File: src/rtl/mips_pkg.sv
// ----------------------------------------------------------------------------
// mips_pkg
// Shared definitions for the MIPS front end:
//   - datapath widths (INSTR_W, ADDR_W) and the sequential PC increment
//   - fetch_state_e : control states of the instruction fetch unit
//   - fetch_entry_t : one fetched instruction with the address it came from
//   - main-decoder opcode constants (instr[31:26]) and a small helper
// ----------------------------------------------------------------------------
package mips_pkg;

  localparam int INSTR_W = 32;
  localparam int ADDR_W  = 32;

  localparam logic [ADDR_W-1:0] PC_INC = 32'd4;

  // IDLE : nothing outstanding, may issue when the buffer has room
  // REQ  : a request is outstanding and its data will be kept
  // DROP : a request is outstanding but a redirect made its data stale
  typedef enum logic [1:0] {
    IDLE = 2'd0,
    REQ  = 2'd1,
    DROP = 2'd2
  } fetch_state_e;

  typedef struct packed {
    logic [INSTR_W-1:0] instr;
    logic [ADDR_W-1:0]  pc;
  } fetch_entry_t;

  // Main decoder opcodes (instr[31:26])
  localparam logic [5:0] OP_RTYPE = 6'h00;
  localparam logic [5:0] OP_J     = 6'h02;
  localparam logic [5:0] OP_JAL   = 6'h03;
  localparam logic [5:0] OP_BEQ   = 6'h04;
  localparam logic [5:0] OP_BNE   = 6'h05;
  localparam logic [5:0] OP_ADDI  = 6'h08;
  localparam logic [5:0] OP_ADDIU = 6'h09;
  localparam logic [5:0] OP_SLTI  = 6'h0A;
  localparam logic [5:0] OP_ANDI  = 6'h0C;
  localparam logic [5:0] OP_ORI   = 6'h0D;
  localparam logic [5:0] OP_LUI   = 6'h0F;
  localparam logic [5:0] OP_LW    = 6'h23;
  localparam logic [5:0] OP_SW    = 6'h2B;

  function automatic logic [5:0] opcode_of(input logic [INSTR_W-1:0] instr);
    return instr[31:26];
  endfunction

  // True for opcodes the main decoder implements.
  function automatic logic opcode_known(input logic [5:0] op);
    logic known;
    case (op)
      OP_RTYPE, OP_J, OP_JAL, OP_BEQ, OP_BNE, OP_ADDI, OP_ADDIU,
      OP_SLTI, OP_ANDI, OP_ORI, OP_LUI, OP_LW, OP_SW: known = 1'b1;
      default:                                        known = 1'b0;
    endcase
    return known;
  endfunction

endpackage

File: src/rtl/fetch_fifo.sv
// ----------------------------------------------------------------------------
// fetch_fifo
// Two-entry buffer of fetched instructions. Entry 0 is always the head, so
// the decoder-facing outputs come straight from a register with no read mux.
//
// Ports:
//   clk, reset    clock and asynchronous active-low reset
//   push          write push_data (never asserted while full)
//   push_data     instruction + fetch address
//   pop           drop the head entry (only while count != 0)
//   flush         empty the buffer; wins over push and pop
//   head          current head entry
//   count         number of valid entries (0..2)
// ----------------------------------------------------------------------------
module fetch_fifo
  import mips_pkg::*;
(
  input  logic         clk,
  input  logic         reset,
  input  logic         push,
  input  fetch_entry_t push_data,
  input  logic         pop,
  input  logic         flush,
  output fetch_entry_t head,
  output logic [1:0]   count
);

  fetch_entry_t entry0;
  fetch_entry_t entry1;

  assign head = entry0;

  // NOTE: the storage is reset along with the count so instr/instr_pc read
  // as zero during reset; this is cheap at two entries and keeps the
  // decoder inputs deterministic.
  always_ff @(posedge clk or negedge reset) begin
    if (!reset) begin
      entry0 <= '0;
      entry1 <= '0;
      count  <= 2'd0;
    end else if (flush) begin
      // Entries are left as they are; with count at zero nothing reads them.
      count <= 2'd0;
    end else begin
      // NOTE: non-blocking assignments let entry0 <= entry1 and
      // entry1 <= push_data in the same edge see the pre-edge values.
      case ({push, pop})
        2'b10: begin
          if (count == 2'd0) entry0 <= push_data;
          else               entry1 <= push_data;
          count <= count + 2'd1;
        end
        2'b01: begin
          entry0 <= entry1;
          count  <= count - 2'd1;
        end
        2'b11: begin
          // Count is unchanged; the new entry lands behind whatever remains.
          if (count == 2'd1) begin
            entry0 <= push_data;
          end else begin
            entry0 <= entry1;
            entry1 <= push_data;
          end
        end
        default: ;
      endcase
    end
  end

endmodule

File: src/rtl/instr_fetch.sv
// ----------------------------------------------------------------------------
// instr_fetch
// Instruction fetch unit: keeps the PC, issues at most one instruction-memory
// read at a time, buffers up to two fetched words and hands them to the
// decoder with a valid/ready handshake. A redirect reloads the PC, flushes
// the buffer and discards the data of any request still in flight.
//
// Parameters:
//   RESET_PC     PC loaded while reset is low
//   FIFO_DEPTH   buffer entries; only 2 is supported
//
// Ports:
//   clk, reset               clock and asynchronous active-low reset
//   imem_req/imem_addr       read request and word-aligned address
//   imem_ack/imem_rdata      read response (may arrive in the request cycle)
//   instr_valid/instr/instr_pc   head of the buffer to the decoder
//   instr_ready              decoder accepts the head
//   redirect/redirect_pc     taken branch/jump pulse and its target
//   perf_fetched             instructions delivered (only with FETCH_PERF_EN)
//
// Build option: define FETCH_PERF_EN to add the perf_fetched counter.
// ----------------------------------------------------------------------------
module instr_fetch
  import mips_pkg::*;
#(
  parameter logic [ADDR_W-1:0] RESET_PC   = 32'h0000_0000,
  parameter int                FIFO_DEPTH = 2
) (
  input  logic               clk,
  input  logic               reset,
  output logic               imem_req,
  output logic [ADDR_W-1:0]  imem_addr,
  input  logic               imem_ack,
  input  logic [INSTR_W-1:0] imem_rdata,
  output logic               instr_valid,
  output logic [INSTR_W-1:0] instr,
  output logic [ADDR_W-1:0]  instr_pc,
  input  logic               instr_ready,
  input  logic               redirect,
  input  logic [ADDR_W-1:0]  redirect_pc
`ifdef FETCH_PERF_EN
  ,
  output logic [31:0]        perf_fetched
`endif
);

  localparam logic [1:0] DEPTH_C = 2'(FIFO_DEPTH);

  fetch_state_e      state;
  logic [ADDR_W-1:0] pc;
  logic [ADDR_W-1:0] req_addr;   // address held while a request is in flight

  logic         issue_ok;
  logic         ack_fire;
  logic         push;
  logic         pop;
  logic [1:0]   fifo_count;
  fetch_entry_t push_entry;
  fetch_entry_t head_entry;

  // A new request only needs registered state (state and buffer count), so
  // there is no combinational path from ack/ready/redirect to imem_req.
  // Issuing straight out of IDLE is what allows back-to-back zero-wait
  // fetches at one per cycle.
  assign issue_ok  = (state == IDLE) && (fifo_count < DEPTH_C);
  assign imem_req  = reset && ((state != IDLE) || issue_ok);
  assign imem_addr = (state == IDLE) ? pc : req_addr;

  assign ack_fire  = imem_req && imem_ack;

  // Data is kept only if the request was not made stale by an earlier
  // redirect (DROP) or by one arriving in this very cycle.
  assign push      = ack_fire && (state != DROP) && !redirect;
  assign pop       = instr_valid && instr_ready && !redirect;

  assign push_entry.instr = imem_rdata;
  assign push_entry.pc    = imem_addr;

  always_ff @(posedge clk or negedge reset) begin
    if (!reset) begin
      state    <= IDLE;
      pc       <= RESET_PC;
      req_addr <= RESET_PC;
    end else begin
      case (state)
        IDLE: begin
          // An ack in the issue cycle completes the request immediately.
          if (issue_ok && !imem_ack) begin
            req_addr <= pc;
            state    <= redirect ? DROP : REQ;
          end
        end
        REQ: begin
          if (imem_ack)      state <= IDLE;
          else if (redirect) state <= DROP;
        end
        DROP: begin
          if (imem_ack) state <= IDLE;
        end
        default: state <= IDLE;
      endcase

      if (redirect)  pc <= {redirect_pc[ADDR_W-1:2], 2'b00};
      else if (push) pc <= pc + PC_INC;   // wraps modulo 2^32
    end
  end

  fetch_fifo u_fifo (
    .clk       (clk),
    .reset     (reset),
    .push      (push),
    .push_data (push_entry),
    .pop       (pop),
    .flush     (redirect),
    .head      (head_entry),
    .count     (fifo_count)
  );

  assign instr_valid = (fifo_count != 2'd0);
  assign instr       = head_entry.instr;
  assign instr_pc    = head_entry.pc;

`ifdef FETCH_PERF_EN
  // Counts only real deliveries; a pop cancelled by redirect is not one.
  always_ff @(posedge clk or negedge reset) begin
    if (!reset)   perf_fetched <= 32'd0;
    else if (pop) perf_fetched <= perf_fetched + 32'd1;
  end
`endif

endmodule
File: config.mk
export PLATFORM = sky130hd
export DESIGN_NAME = instr_fetch
export DESIGN_NICKNAME = d
export VERILOG_FILES = /design/src/rtl/mips_pkg.sv /design/src/rtl/fetch_fifo.sv /design/src/rtl/instr_fetch.sv
export SDC_FILE = /design/constraint.sdc
export NUM_CORES = 1
export LEC_CHECK = 0
export CAP_MARGIN = 10
export CORE_MARGIN = 4
export CORE_UTILIZATION = 45
export CTS_CLUSTER_DIAMETER = 100
export DETAILED_ROUTE_END_ITERATION = 10
export GPL_ROUTABILITY_DRIVEN = 0
export PLACE_DENSITY = 0.82
export SLEW_MARGIN = 20
export SYNTH_ARGS = -nofsm -noshare
export SYNTH_HDL_FRONTEND = slang
export SYNTH_HIERARCHICAL = 1
export SYNTH_SLANG_ARGS = --single-unit
File: constraint.sdc
create_clock -name clk -period 3.9 [get_ports clk]
set_clock_uncertainty 0.15 [all_clocks]
set_input_delay 0.39 -clock clk [delete_from_list [all_inputs] [get_ports clk]]
set_output_delay 0.39 -clock clk [all_outputs]
set_load 0.01 [all_outputs]
==> reports/qor.txt <==
======================================================================================================
Met1 track demand over resource in global routing                                                23.5%
Clock Power Share                                                                                25.7%
Net switching fraction of the power                                                              29.4%
Final critical-path share of the clock period                                                    78.7%
Final number of setup-violating endpoints                                                            0
Placed wire-length estimate after detailed placement                                         14,900 µm
Placed cell area                                                                            11,200 µm²
Die width                                                                                       152 µm
Maximum number of buffers from clock root to sink                                                    2
Count of fill cells added during filler insertion                                                1,599
Min Tclk post-route                                                                            3070 ps
Total routing resource utilization after global routing                                          19.0%
Pre-CTS setup slack                                                                             824 ps
Post-synth EDFFs                                                                                     0
Hold crit path type                                                                       input port to asynchronous set/reset pin
Die Span Y                                                                                      152 µm
Signed area change from the synthesized netlist to the final layout                              26.6%
Critical path capture point type                                                           output port
Post-synth cell types                                                                               47
Initial antenna violation count                                                                      1
Synthesized area per cell                                                                     13.5 µm²
Largest stage delay on the critical path                                                        620 ps
Count of clock tree sinks                                                                          192
Peak supply drop                                                                              0.335 mV
Fraction of registers with async set or reset after synthesis                                     100%
Total DRC errors in the routed layout                                                                0
Avg WL per Cell                                                                                19.3 µm
Count of standard-cell rows                                                                         52
Worst Setup SP                                                                                   reset
Die footprint                                                                               23,200 µm²
Detailed-routing iteration count for the pre-antenna-repair pass                                     5
Cell count after synthesis                                                                         693
H-tree depth                                                                                         4
Final Total Pwr                                                                                7.11 mW
Number of maximum-capacitance constraint violations                                                  0
Wire length of the first global-routing pass                                                 35,500 µm
Clock Latency Late Sink                                                                         430 ps
Crit path max fanout                                                                                40
Number of synthesized register bits                                                                192
Adder and majority gate portion of the synthesized area                                         0.535%
Main combinational cell family by area after synthesis                                    multiplexers
Achievable Freq                                                                                326 MHz
Global routing usage on met2                                                                     31.8%
Pin count of the biggest net entering global routing                                                76
TritonCTS clock tree                                                                              done
Cell leakage power                                                                             4.96 nW
Category of the most critical setup path                                                  input port to output port
Req. time, crit path                                                                           3360 ps
Combined area of all synthesized cells                                                        9360 µm²
Via-to-Cell Ratio                                                                                 5.47
GR Util met3                                                                                     5.14%
Via count of the routed design                                                                   6,200
Critical path buffer and inverter count                                                              4
Synthesized-area fraction occupied by ao, oa, aoi and oai cells                                  4.53%
Hold buffer count at cts                                                                             1
Clock transition at the register clock pins on the worst setup and hold paths after CTS          80 ps
Number of port buffers                                                                             162
Worst Max-Slew Pin Slew                                                                         945 ps
Core area                                                                                   20,400 µm²
Starting Density                                                                                 46.0%
Most frequently used flop master after synthesis                                               dfrtp_1
Postcts setup bufs                                                                                   0
CP cell instances                                                                         dlygate4sd3_1 -> clkbuf_8 -> buf_4 -> a21boi_0 -> clkdlybuf4s50_1
Layout net count                                                                                   922
Number of instances resized during post-cts repair                                                   0
Data arrival time of the critical path                                                         2530 ps
Final sum of negative setup slack                                                                 0 ps
Outcome                                                                                      completed
Proportion of power drawn by combinational gates                                                 32.0%
Post-synthesis xor/xnor area fraction                                                           0.842%
GRT overflow                                                                                         0
Gr busiest metal                                                                                  met2
Area share of the largest cell type after synthesis                                              51.3%
Net load switching power                                                                       2.09 mW
Pint                                                                                           5.02 mW
Max transition margin                                                                            37.0%
I/O pin total                                                                                      167
Number of hold violations in the final report                                                        0
Detailed-route wire length                                                                   21,900 µm
Clk Tree Root Cell                                                                           clkbuf_16
Worst r2r src                                                                             u_fifo/count[1]
Number of synthesis warnings                                                                         6
Iteration-0 DRC count of the detailed router                                                       434
PD cells                                                                                    600 nW/µm²
Setup repair after global routing missed its margin                                              false
Final antenna-violating net count                                                                    0
Register share of total power                                                                    42.3%
Master of the slowest instance on the critical path                                       clkdlybuf4s50_1
Mux share of post-synthesis cell area                                                            32.2%
Max Transition Viols Final                                                                           0
Top Family by Delay on Critical Path                                                      buffers and inverters
Synth Area in Simple Gates                                                                       7.08%
Number of buffers created by CTS                                                                    17
Slack of the critical path                                                                      830 ps
Number of global-route vias before repair                                                        6,597
Leading cell types by total area after synthesis                                          dfrtp_1 51%, mux2_2 25%, mux2_4 6.4%
Synth area leader                                                                              dfrtp_1
Share of post-route cells with drive strength above 1                                            34.8%
Sort of element at the start of the critical path                                           input port
Layout Cell Area excl Fill                                                                  11,900 µm²
Seq/Total Area, Yosys                                                                            51.3%
======================================================================================================
==> registers in the layout (all words and copies together) (netlist names) <==
signal and cells:
u_fifo/entry1 64, u_fifo/head 64, pc 30, req_addr 30, state 2, u_fifo/count 2
==> power by group through the flow <==
stage	registers [mW]	logic (mW)	clock network, mW
floorplan	3.10	1.03	0
global placement	2.99	2.24	0
detailed placement	3.04	2.29	0
CTS	3.01	2.31	1.87
global route	3.09	2.43	1.96
finish	3.01	2.27	1.83
==> synthesized netlist by cell type (all sizes together), types with 7 or more instances <==
| master | number |
|---|---|
| dfrtp | 192 |
| inv | 7 |
| xnor2 | 8 |
| nand2 | 19 |
| a31oi | 17 |
| o21ai | 11 |
| nand4 | 12 |
| o31ai | 17 |
| and4 | 7 |
| nand3 | 14 |
| or4 | 17 |
| buf | 26 |
| mux2 | 253 |
| nor2 | 25 |
| clkbuf | 21 |
==> through the flow <==
step	util (%)	hold slack, ps	std cells
5_1_grt	58.2	225	1133
3_5_place_dp	55.0	116	1099
2_1_floorplan	-	-55.6	698
3_3_place_gp	55.0	120	1099
4_1_cts	58.2	207	1132
6_report	58.2	219	1134
==> per-layer routing <==
metal  routed length [µm]  up-vias  part of all wire [%]
met2                10900      159                    50
met3                 1200       37                   5.5
met4                  653        0                   3.0
li1                     -     2850                     -
met5                    0        -                     0
met1                 9100     3154                    42
==> worst reg2reg max path: stages, from the launching register on <==
cell and delay (ps):
dfrtp_1 470, o21bai_1 380, and3_1 320, and2_1 390, a21oi_1 170, nor2_4 150, buf_12 330, mux2_2 410
==> final cells by class <==
| cell class | instances | area [µm²] | area share [%] |
|---|---|---|---|
| tap | 270 | 338 | 2.85 |
| antenna | 2 | 5.00 | 0.0422 |
| multi-input combinational | 452 | 4270 | 36.0 |
| clock inverter | 15 | 206 | 1.74 |
| clock buffer | 17 | 425 | 3.59 |
| inverter | 7 | 26.3 | 0.222 |
| sequential | 192 | 4800 | 40.5 |
| timing repair buffer | 179 | 1780 | 15.0 |
==> layout by cell type, fill, tap and decap left out, types with 3 or more instances in the layout <==
cell / netlist / layout
ha_1: 4 / 4
a31oi_1: 17 / 17
xnor2_1: 8 / 8
nor2_1: 24 / 23
and4_1: 7 / 7
nand3_1: 14 / 14
clkbuf_16: 0 / 17
clkdlybuf4s50_1: 0 / 161
inv_1: 7 / 7
mux2_2: 205 / 205
inv_6: 0 / 3
mux2_4: 40 / 40
and3_1: 5 / 5
nand2_1: 19 / 19
clkinv_8: 0 / 5
inv_8: 0 / 4
nand4_1: 12 / 12
buf_4: 14 / 14
dfrtp_1: 192 / 192
or4_1: 17 / 17
a21oi_1: 3 / 3
nor3_1: 4 / 4
o31ai_1: 17 / 17
conb_1: 1 / 6
nor2b_1: 4 / 4
o21ai_0: 11 / 11
mux2_1: 8 / 8
==> final timing paths <==
kind / end / slack, ps / cells past startpoint
setup reg to reg: u_fifo/head[15] / 1020 / 7
hold / removal: u_fifo/head[8] / 220 / 2
hold reg to reg: u_fifo/head[63] / 340 / 1
max in group asynchronous: u_fifo/entry1[45] / 1810 / 4
setup / recovery: imem_req / 830 / 5
min in group clk: u_fifo/head[63] / 340 / 1
==> kinds of logic (layout without fill, tap and decap cells) <==
family	after synthesis	after routing
muxes	255	255
DFF	192	192
and+or+nand+nor	118	118
AOI/OAI and AO/OA	60	60
buffers and inverters	54	218
xor gates and xnor gates	9	9
adders and majority gates	4	4
other	1	8
(Power assumes the default switching activity.)
